`config.mk`:
```
export PLATFORM = sky130hd
export DESIGN_NAME = if_id_stage_flat
export DESIGN_NICKNAME = d
export VERILOG_FILES = /design/src/rtl/cpu_pkg.sv /design/src/rtl/if_id_stage_if.sv /design/src/rtl/if_hold_buf.sv /design/src/rtl/if_id_stage.sv /design/src/flat_wrapper.sv
export SDC_FILE = /design/constraint.sdc
export NUM_CORES = 1
export LEC_CHECK = 0
export ABC_AREA = 1
export BUFFER_PORTS_ARGS = -buffer_cell sky130_fd_sc_hd__buf_2
export CORE_UTILIZATION = 49
export DETAILED_ROUTE_END_ITERATION = 6
export PLACE_DENSITY = 0.79
export SLEW_MARGIN = 0
export SYNTH_ARGS = -nofsm -noshare
export SYNTH_HDL_FRONTEND = slang
export SYNTH_HIERARCHICAL = 1
export SYNTH_SLANG_ARGS = --single-unit
```
`constraint.sdc`:
```
create_clock -name clk -period 2 [get_ports clk]
set_input_delay 0.3 -clock clk [delete_from_list [all_inputs] [get_ports clk]]
set_output_delay 0.3 -clock clk [all_outputs]
set_load 0.02 [all_outputs]
```
`src/rtl/cpu_pkg.sv`:
```
// Shared fetch/decode definitions: datapath width, bubble encoding and the
// IF/ID sequencing states.
package cpu_pkg;

    localparam int DATA_W = 32;
    localparam logic [DATA_W-1:0] NOP_INSTR = 32'h0000_0013;

    typedef enum logic [1:0] {
        WARM = 2'd0,
        RUN  = 2'd1,
        HOLD = 2'd2
    } fetch_state_e;

endpackage

```
`src/rtl/if_id_stage_if.sv`:
```
// Bundle of fetch-side inputs and decode-side outputs of the IF/ID register.
// The slave side is the pipeline register; the master side drives fetch and hazards.
interface if_id_stage_if;
    import cpu_pkg::*;

    logic              stall_i;
    logic              flush_i;
    logic [DATA_W-1:0] if_pc;
    logic [DATA_W-1:0] if_pc_add_4;
    logic [DATA_W-1:0] imem_rdata;
    logic              pc_en_o;
    logic              id_valid;
    logic [DATA_W-1:0] id_pc;
    logic [DATA_W-1:0] id_pc_add_4;
    logic [DATA_W-1:0] id_instr;
    logic              hold_busy_o;

    modport master (
        output stall_i, flush_i, if_pc, if_pc_add_4, imem_rdata,
        input  pc_en_o, id_valid, id_pc, id_pc_add_4, id_instr, hold_busy_o
    );

    modport slave (
        input  stall_i, flush_i, if_pc, if_pc_add_4, imem_rdata,
        output pc_en_o, id_valid, id_pc, id_pc_add_4, id_instr, hold_busy_o
    );

endinterface

```
`src/rtl/if_hold_buf.sv`:
```
// One-entry buffer that keeps the instruction word fetched on the first stall
// cycle, since the RAM output drifts to the next address while the PC is frozen.
module if_hold_buf
    import cpu_pkg::*;
(
    input  logic              clk,
    input  logic              rst,
    input  logic              capture_i,
    input  logic              clear_i,
    input  logic [DATA_W-1:0] rdata_i,
    output logic [DATA_W-1:0] instr_o
);

    logic [DATA_W-1:0] buf_q, buf_d;
    logic              vld_q, vld_d;

    // Clear wins over capture so a flush always discards the held word.
    always_comb begin
        buf_d = buf_q;
        vld_d = vld_q;
        if (clear_i) begin
            vld_d = 1'b0;
        end else if (capture_i) begin
            buf_d = rdata_i;
            vld_d = 1'b1;
        end
    end

    always_ff @(posedge clk) begin
        if (rst) begin
            buf_q <= '0;
            vld_q <= 1'b0;
        end else begin
            buf_q <= buf_d;
            vld_q <= vld_d;
        end
    end

    assign instr_o = vld_q ? buf_q : rdata_i;

endmodule

```
`src/rtl/if_id_stage.sv`:
```
// IF/ID pipeline register: owns the PC enable, sequences warm-up, stall-hold
// and flush, and presents {PC, PC+4, instr} to decode one cycle after fetch.
module if_id_stage
    import cpu_pkg::*;
(
    input  logic          clk,
    input  logic          rst,
    if_id_stage_if.slave  bus
);

    fetch_state_e      state_q;
    logic              id_valid_q;
    logic [DATA_W-1:0] id_pc_q;
    logic [DATA_W-1:0] id_pc_add_4_q;
    logic [DATA_W-1:0] id_instr_q;

    logic              pc_en;
    logic              capture;
    logic              clear;
    logic [DATA_W-1:0] fetch_word;

    assign pc_en   = ~bus.stall_i | bus.flush_i;
    assign capture = (state_q == RUN) & bus.stall_i & ~bus.flush_i;
    assign clear   = bus.flush_i | ((state_q == HOLD) & ~bus.stall_i);

    if_hold_buf u_hold_buf (
        .clk       (clk),
        .rst       (rst),
        .capture_i (capture),
        .clear_i   (clear),
        .rdata_i   (bus.imem_rdata),
        .instr_o   (fetch_word)
    );

    // fetch_word is the held word in HOLD and the live RAM output otherwise.
    always_ff @(posedge clk) begin
        if (rst) begin
            state_q       <= WARM;
            id_valid_q    <= 1'b0;
            id_pc_q       <= '0;
            id_pc_add_4_q <= '0;
            id_instr_q    <= NOP_INSTR;
        end else if (bus.flush_i) begin
            state_q       <= RUN;
            id_valid_q    <= 1'b0;
            id_pc_q       <= bus.if_pc;
            id_pc_add_4_q <= bus.if_pc_add_4;
            id_instr_q    <= NOP_INSTR;
        end else begin
            case (state_q)
                WARM: begin
                    id_valid_q    <= 1'b0;
                    id_pc_q       <= bus.if_pc;
                    id_pc_add_4_q <= bus.if_pc_add_4;
                    id_instr_q    <= NOP_INSTR;
                    if (pc_en) state_q <= RUN;
                end
                RUN: begin
                    if (bus.stall_i) begin
                        state_q <= HOLD;
                    end else begin
                        id_valid_q    <= 1'b1;
                        id_pc_q       <= bus.if_pc;
                        id_pc_add_4_q <= bus.if_pc_add_4;
                        id_instr_q    <= fetch_word;
                    end
                end
                HOLD: begin
                    if (!bus.stall_i) begin
                        state_q       <= RUN;
                        id_valid_q    <= 1'b1;
                        id_pc_q       <= bus.if_pc;
                        id_pc_add_4_q <= bus.if_pc_add_4;
                        id_instr_q    <= fetch_word;
                    end
                end
                default: state_q <= WARM;
            endcase
        end
    end

    assign bus.pc_en_o     = pc_en;
    assign bus.id_valid    = id_valid_q;
    assign bus.id_pc       = id_pc_q;
    assign bus.id_pc_add_4 = id_pc_add_4_q;
    assign bus.id_instr    = id_instr_q;
    assign bus.hold_busy_o = (state_q == HOLD);

endmodule

```
`src/flat_wrapper.sv`:
```
// flat-port wrapper written by rule: the top's interface ports become plain ports
module if_id_stage_flat import cpu_pkg::*;
  (clk, rst, bus_stall_i, bus_flush_i, bus_if_pc, bus_if_pc_add_4, bus_imem_rdata, bus_pc_en_o, bus_id_valid, bus_id_pc, bus_id_pc_add_4, bus_id_instr, bus_hold_busy_o);
  if_id_stage_if bus_i ();
  input  logic clk;
  input  logic rst;
  input wire logic [$bits(bus_i.stall_i)-1:0] bus_stall_i;
  input wire logic [$bits(bus_i.flush_i)-1:0] bus_flush_i;
  input wire logic [$bits(bus_i.if_pc)-1:0] bus_if_pc;
  input wire logic [$bits(bus_i.if_pc_add_4)-1:0] bus_if_pc_add_4;
  input wire logic [$bits(bus_i.imem_rdata)-1:0] bus_imem_rdata;
  output wire logic [$bits(bus_i.pc_en_o)-1:0] bus_pc_en_o;
  output wire logic [$bits(bus_i.id_valid)-1:0] bus_id_valid;
  output wire logic [$bits(bus_i.id_pc)-1:0] bus_id_pc;
  output wire logic [$bits(bus_i.id_pc_add_4)-1:0] bus_id_pc_add_4;
  output wire logic [$bits(bus_i.id_instr)-1:0] bus_id_instr;
  output wire logic [$bits(bus_i.hold_busy_o)-1:0] bus_hold_busy_o;
  assign bus_i.stall_i = bus_stall_i;
  assign bus_i.flush_i = bus_flush_i;
  assign bus_i.if_pc = bus_if_pc;
  assign bus_i.if_pc_add_4 = bus_if_pc_add_4;
  assign bus_i.imem_rdata = bus_imem_rdata;
  assign bus_pc_en_o = bus_i.pc_en_o;
  assign bus_id_valid = bus_i.id_valid;
  assign bus_id_pc = bus_i.id_pc;
  assign bus_id_pc_add_4 = bus_i.id_pc_add_4;
  assign bus_id_instr = bus_i.id_instr;
  assign bus_hold_busy_o = bus_i.hold_busy_o;
  if_id_stage u_core (.clk(clk), .rst(rst), .bus(bus_i));
endmodule
```
==> results of run 1 <==
through the flow:
| step | power [W] | instances |
|---|---|---|
| floorplan | 0.00392 | 746 |
| global placement | 0.00433 | 1052 |
| detailed placement | 0.00435 | 1052 |
| CTS | 0.00728 | 1133 |
| global route | 0.00761 | 1133 |
| finish | 0.00727 | 1133 |
cells by family after synthesis:
| group | synth area share, % |
|---|---|
| compound gates | 12.3 |
| fa+ha+maj | 1.62 |
| buf+inv | 9.19 |
| flops | 48.8 |
| simple gates | 28.1 |
placed cells by master, fill, tap and decap left out, types with 3 or more instances in the layout:
cell type / instances
nand2_1: 109
clkbuf_16: 16
inv_2: 3
inv_1: 42
o21ai_0: 37
o21ai_1: 60
clkinvlp_4: 5
o22ai_1: 3
a21oi_1: 31
dlygate4sd3_1: 49
buf_2: 198
buf_4: 15
inv_6: 4
nand3_1: 67
nor2_1: 197
buf_12: 5
dfxtp_1: 131
ha_1: 7
routing by layer:
metal,vias up,track usage (%)
met1,2513,30.9
met2,266,44.8
li1,2846,-
met3,34,7.17
met4,0,12.9
met5,-,0
worst max path at each step:
stage,slack (ps),cells past startpoint,from,to
detailed placement,210,8,u_core/state_q[1],u_core/bus.id_pc_add_4[7]
global placement,290,7,u_core/state_q[1],u_core/bus.id_instr[7]
global route,30,8,u_core/state_q[1],u_core/bus.id_pc_add_4[16]
floorplan,460,8,u_core/state_q[0],u_core/bus.id_pc[0]
CTS,200,8,u_core/state_q[1],u_core/bus.id_pc_add_4[3]
finish,130,8,u_core/state_q[1],u_core/bus.id_pc_add_4[16]
timing repair:
item	in CTS	in global routing
hold endpoints to repair	50	0
endpoints found under the setup margin	0	0
hold buffers	49	0
worst max-delay path: stages (launching register included):
cell	delay [ps]
dfxtp_1	370
inv_1	120
ha_1	330
nand2_4	190
nand3_2	150
inv_2	90
buf_12	260
nor2_1	110
nor2_1	170
final cells by class:
cell class,instances,area share [%]
clock buffers,18,5.56
clock inverters,14,1.73
inverters,45,2.25
multi-input cells,517,30.4
flip-flops and latches,132,35.2
well taps,140,2.33
repair buffers,267,22.6
cell usage after synthesis:
library cell | n | area, um2
nor2_1 | 198 | 743
dfxtp_1 | 132 | 2640
nand2_1 | 109 | 409
nand3_1 | 67 | 335
o21ai_1 | 60 | 300
inv_1 | 42 | 158
o21ai_0 | 37 | 185
a21oi_1 | 31 | 155
buf_2 | 17 | 85.1
clkbuf_1 | 12 | 45.0
buf_4 | 10 | 75.1
buf_6 | 10 | 113
ha_1 | 7 | 87.6
buf_1 | 3 | 11.3
inv_2 | 3 | 11.3
o22ai_1 | 3 | 18.8
nand2_4 | 1 | 11.3
nand3_2 | 1 | 10.0
nor2_4 | 1 | 11.3
nor3_1 | 1 | 5.00
o21bai_1 | 1 | 7.51
flip-flops by register name, summed over array words and instances (netlist names):
register                 count
u_core/state_q               2
u_core/u_hold_buf/buf_q     32
u_core/bus.id_instr         32
u_core/bus.id_pc            32
u_core/bus.id_valid          1
u_core/u_hold_buf/vld_q      1
u_core/bus.id_pc_add_4      32
power by group:
part	internal, W	leakage [nW]	total (W)	switching [W]
Combinational	0.000525	2.21	0.00145	0.000925
Sequential	0.00285	1.08	0.00295	0.000108
Clock	0.00166	0.255	0.00287	0.00121
Total	0.00503	3.55	0.00727	0.00224
==> metrics, run 1 <==
endpoint of the worst-slack reg-to-reg timing path u_core/bus.id_pc_add_4[16]; number of buffers on the longest clock path 2; final instance area about 7500 um2; Horiz. Die Dim between 100 and 150 um; Leakage 3.55 nW; Metal-1 WL 6.26 mm; worst min-delay path endpoint u_core/bus.id_pc_add_4[30]; final clock skew 8.29 ps; biggest fanout along the worst timing path between 60 and 70; routed wire length 15.2 mm; placer's final routability congestion estimate 0.808; headroom to the max-slew limit 63.1%; FF-to-FF path depth 8; final hold vios 0; max-cap violations 0; Reg clk slew, reported paths 60 ps; topmost layer with routed signal wires met4; unrepaired setup endpoints after global routing false; area of the mapped netlist roughly 5400 um2; class of the worst hold path input pin to flip-flop; flop2flop setup slack 130 ps; startpoint class of the critical path flip-flop; post-route worst hold slack 14.0 ps; register bit total from synthesis 132; Die Outline Area 11500 um2; HPWL reported at the end of detailed placement 9.40 mm; mean instance size in the synthesized netlist 7.27 um2; max-slew violation count 0; detail-routed net length per standard cell 13.4 um; detailed-routed wire length on met2 7.32 mm; Setup WS post-layout 126 ps; number of instances in the synthesized netlist 746; global-route wire length before repair 23.9 mm; clock network latency to the later pin of the worst-skew pair approximately 530 ps; number of setup violations in the final report 0; CTS buffer count 17; number of antenna diodes 0; pwr/cell area 968 nW/um2; Peak VDD IR 0.000687 V; number of levels the H-tree was split into 4; post-detailed-route via-to-cell ratio ~5.0; shortest period the worst path allows 1870 ps; maximum number of pins on one net before global-route repair 65; final core occ 69.6%; number of sinks on the clock net 132; synth unique cells 21; Worst Setup Slack post-DPL 214 ps; period utilisation layout 93.7%; sequential-to-total area share from yosys stat between 40% and 50%; Syn-to-layout area delta 38.6%; Data arrival, critical path 2330 ps; total negative setup slack 0 ps; WP data required 2450 ps; aggregate global-route resource usage 26.5%; Total Nets Final 1087; Site Rows 38; height of the die 107 um; length of routed met3 wiring 1.19 mm; synth warn 6; CTS tree yes; launch point of the worst reg-to-reg path u_core/state_q[1]; via count of the first global-routing pass 5076; number of primary I/O pins 199; fraction of final layout cells sized beyond drive strength 1 25.9%; filler cell count in the final layout approximately 840; crit end category flip-flop; post-cts sizing count 0; area of the placeable core 10800 um2; outcome complete, no violations; slew at the pin closest to its max-slew limit 553 ps; FF+latch area 2640 um2; Port Buffers 198; DRC violations left 0; Starting Density 50.2%; worst hold path depth 3; highest achievable clock rate 0.534 GHz; initial antenna violation count 0; Vias 5659; HP Start bus_if_pc_add_4[30]; type of the setup path with the least slack flip-flop to flip-flop; Multi-input gate area 2280 um2; length of the first detailed-routing pass in iterations 5; Detail Route Antenna Nets 0; number of design-rule violations left by the first detailed-router iteration 496; Mapped Nets 853; root cell of the clock tree clkbuf_8; Post-CTS Setup Bufs 0; residual overflow from global routing 0; area of placed instances 6470 um2
Note: power is estimated with default switching activity, not from simulation.
==> run 2, diff against run 1 <==
--- a/config.mk
+++ b/config.mk
@@ -10,6 +10,7 @@
 export CORE_UTILIZATION = 49
 export DETAILED_ROUTE_END_ITERATION = 6
 export PLACE_DENSITY = 0.79
+export SETUP_SLACK_MARGIN = 0.02
 export SLEW_MARGIN = 0
 export SYNTH_ARGS = -nofsm -noshare
 export SYNTH_HDL_FRONTEND = slang
==> constraint.sdc (replaced) <==
create_clock -name clk -period 2.1 [get_ports clk]
set_input_delay 0.315 -clock clk [delete_from_list [all_inputs] [get_ports clk]]
set_output_delay 0.315 -clock clk [all_outputs]
set_load 0.02 [all_outputs]
==> metrics, run 2 (same netlist as run 1, synthesis figures left out) <==
outcome complete, no violations; Syn-to-layout area delta 32.1%; root cell of the clock tree clkbuf_8; flop2flop setup slack 180 ps (+60 ps); number of levels the H-tree was split into 4 (unchanged); filler cell count in the final layout 926 (+9.8%); post-route worst hold slack 22.5 ps (+8.53 ps); CTS tree yes; total negative setup slack 0 ps (unchanged); residual overflow from global routing 0 (unchanged); Die Outline Area 11500 um2 (unchanged); number of buffers on the longest clock path 2 (unchanged); fraction of power consumed by combinational cells 18.6% (-1.4 points); switching portion of total power 30.0% (-0.84 points); via count of the first global-routing pass 4901 (-3.4%); detail-routed net length per standard cell 13.1 um (-2.6%); crit path from u_core/state_q[0]; Starting Density 50.2% (unchanged); Total Nets Final 1047 (-3.7%); area of the placeable core 10800 um2 (unchanged); number of setup violations in the final report 0 (unchanged); topmost layer with routed signal wires met4; final hold vios 0 (unchanged); fraction of final layout cells sized beyond drive strength 1 26.5% (+0.67 points); commonest non-fill, non-tap cells in the layout buf_2, nor2_1, dfxtp_1, nand2_1, nand3_1; DRC violations left 0 (unchanged); endpoint of the worst-slack reg-to-reg timing path u_core/bus.id_pc[28]; proportion of power drawn by the clock network 41.1% (+1.7 points); Post-CTS Setup Bufs 0 (unchanged); worst setup path endpoint u_core/bus.id_pc[28]; startpoint class of the critical path flip-flop; Port Buffers 198 (unchanged); switching power of the nets 0.00209 W (-6.6%); Reg clk slew, reported paths 60 ps (about the same); number of sinks on the clock net 132 (unchanged); Multi-input gate area 2280 um2 (unchanged); Data arrival, critical path 2320 ps (about the same); FF+latch area 2640 um2 (unchanged); maximum number of pins on one net before global-route repair 65 (unchanged); Crit path max-delay family simple AND/OR/NAND/NOR gates; register share of total power 40.3% (-0.3 points); launch point of the worst reg-to-reg path u_core/state_q[0]; slowest cell delay on critical path 390 ps (+20 ps); FF-to-FF path depth 7 (-1); headroom to the max-slew limit 62.3% (-0.80 points); CTS buffer count 17 (unchanged); length of the first detailed-routing pass in iterations 6 (+1); sequence of cells on the critical path inv_1 -> ha_1 -> nand2_4 -> nand3_2 -> buf_4 -> o21ai_0 -> nor2_1; biggest fanout along the worst timing path 37 (-42%); max-cap violations 0 (unchanged); routed wire length 14.3 mm (-6.0%); slew at the pin closest to its max-slew limit 566 ps (+12.6 ps); WP data required 2500 ps (+50 ps); class of the worst hold path input pin to flip-flop; period utilisation layout 91.3% (-2.4 points); crit end category flip-flop; Leakage 3.40 nW (-4.3%); number of design-rule violations left by the first detailed-router iteration 385 (-22%); Detail Route Antenna Nets 0 (unchanged); internal portion of total power 0.00489 W (-2.8%); pwr/cell area 975 nW/um2 (+0.79%); Metal-1 WL 5.99 mm (-4.2%); max-slew violation count 0 (unchanged); Levels on crit path 7 (-1); highest achievable clock rate 0.522 GHz (-2.2%); cell with the largest stage delay on the worst path dfxtp_1; Vias 5390 (-4.8%); post-detailed-route via-to-cell ratio 4.93 (-1.4%); number of primary I/O pins 199 (unchanged); length of routed met3 wiring 1.02 mm (-15%); placer's final routability congestion estimate 0.854 (+5.7%); height of the die 107 um (unchanged); Peak VDD IR 0.000588 V (-14%); Horiz. Die Dim 107 um (unchanged); shortest period the worst path allows 1920 ps (+42.8 ps); Site Rows 38 (unchanged); unrepaired setup endpoints after global routing false; detailed-routed wire length on met2 6.97 mm (-4.8%); buffer and inverter count on the worst path 2 (-1); clock network latency to the later pin of the worst-skew pair 520 ps (about the same); most common library cell in the layout ignoring fill and taps buf_2; post-cts sizing count 0 (unchanged); aggregate global-route resource usage 25.5% (-1.0 points); final clock skew 9.26 ps (+0.978 ps); type of the setup path with the least slack flip-flop to flip-flop; initial antenna violation count 1 (+1); global-route wire length before repair 23.0 mm (-3.8%); HPWL reported at the end of detailed placement 9.30 mm (-1.0%)
==> run 2: worst min path at each step <==
stage                                startpoint                     endpoint  slack, ps  depth (start not counted)
floorplan                                   rst            u_core/state_q[0]        380                          1
global placement    u_core/u_hold_buf/buf_q[28]  u_core/u_hold_buf/buf_q[28]        460                          2
detailed placement       u_core/bus.id_instr[1]       u_core/bus.id_instr[1]        470                          2
CTS                          bus_if_pc_add_4[8]    u_core/bus.id_pc_add_4[8]        0.9                          3
global route                       bus_if_pc[2]          u_core/bus.id_pc[2]          9                          3
finish                      bus_if_pc_add_4[21]   u_core/bus.id_pc_add_4[21]         20                          3
==> run 2: repair_timing <==
action | 4_1_cts | 5_1_grt
setup endpoints to repair | 0 | 0
hold endpoints to repair | 13 | 1
hold buffers | 12 | 1
==> run 2: final cells by class <==
| class | count | area share (%) |
|---|---|---|
| clock inverters | 13 | 2.13 |
| flip-flops and latches | 132 | 36.9 |
| repair buffers | 227 | 18.2 |
| well taps | 140 | 2.45 |
| inverters | 45 | 2.36 |
| diodes | 1 | 0.0349 |
| multi-input cells | 517 | 31.9 |
| clock buffers | 19 | 6.03 |
==> run 2: layer usage <==
layer  up-vias  GRT usage [%]
met4         0           12.4
met5         -              0
met3        24           6.75
met1      2399           30.2
met2       200           42.5
li1       2767              -
==> run 2: metrics by stage <==
step                area [um2]  worst slack [ps]  util, %  std cells  power, W
finish                    7160               183     66.3       1094   0.00698
global route              7160              33.1     66.3       1094   0.00732
CTS                       7150               167     66.2       1092   0.00702
detailed placement        6440               191     59.7       1048   0.00413
global placement          6440               294     59.7       1048   0.00411
floorplan                 5420               560        -        746   0.00374
==> run 2: worst min-delay path, delay by kind of cell <==
kind | cells | cell delay (ps)
AND/OR/NAND/NOR | 2 | 120
buffers and inverters | 1 | 80
==> run 2: power groups by stage <==
stage / Clock (W) / Combinational, W / Sequential [W]
6_report: 0.00287 / 0.00130 / 0.00281
4_1_cts: 0.00292 / 0.00129 / 0.00281
3_3_place_gp: 0 / 0.00125 / 0.00286
2_1_floorplan: 0 / 0.000663 / 0.00307
5_1_grt: 0.00305 / 0.00143 / 0.00283
3_5_place_dp: 0 / 0.00127 / 0.00286
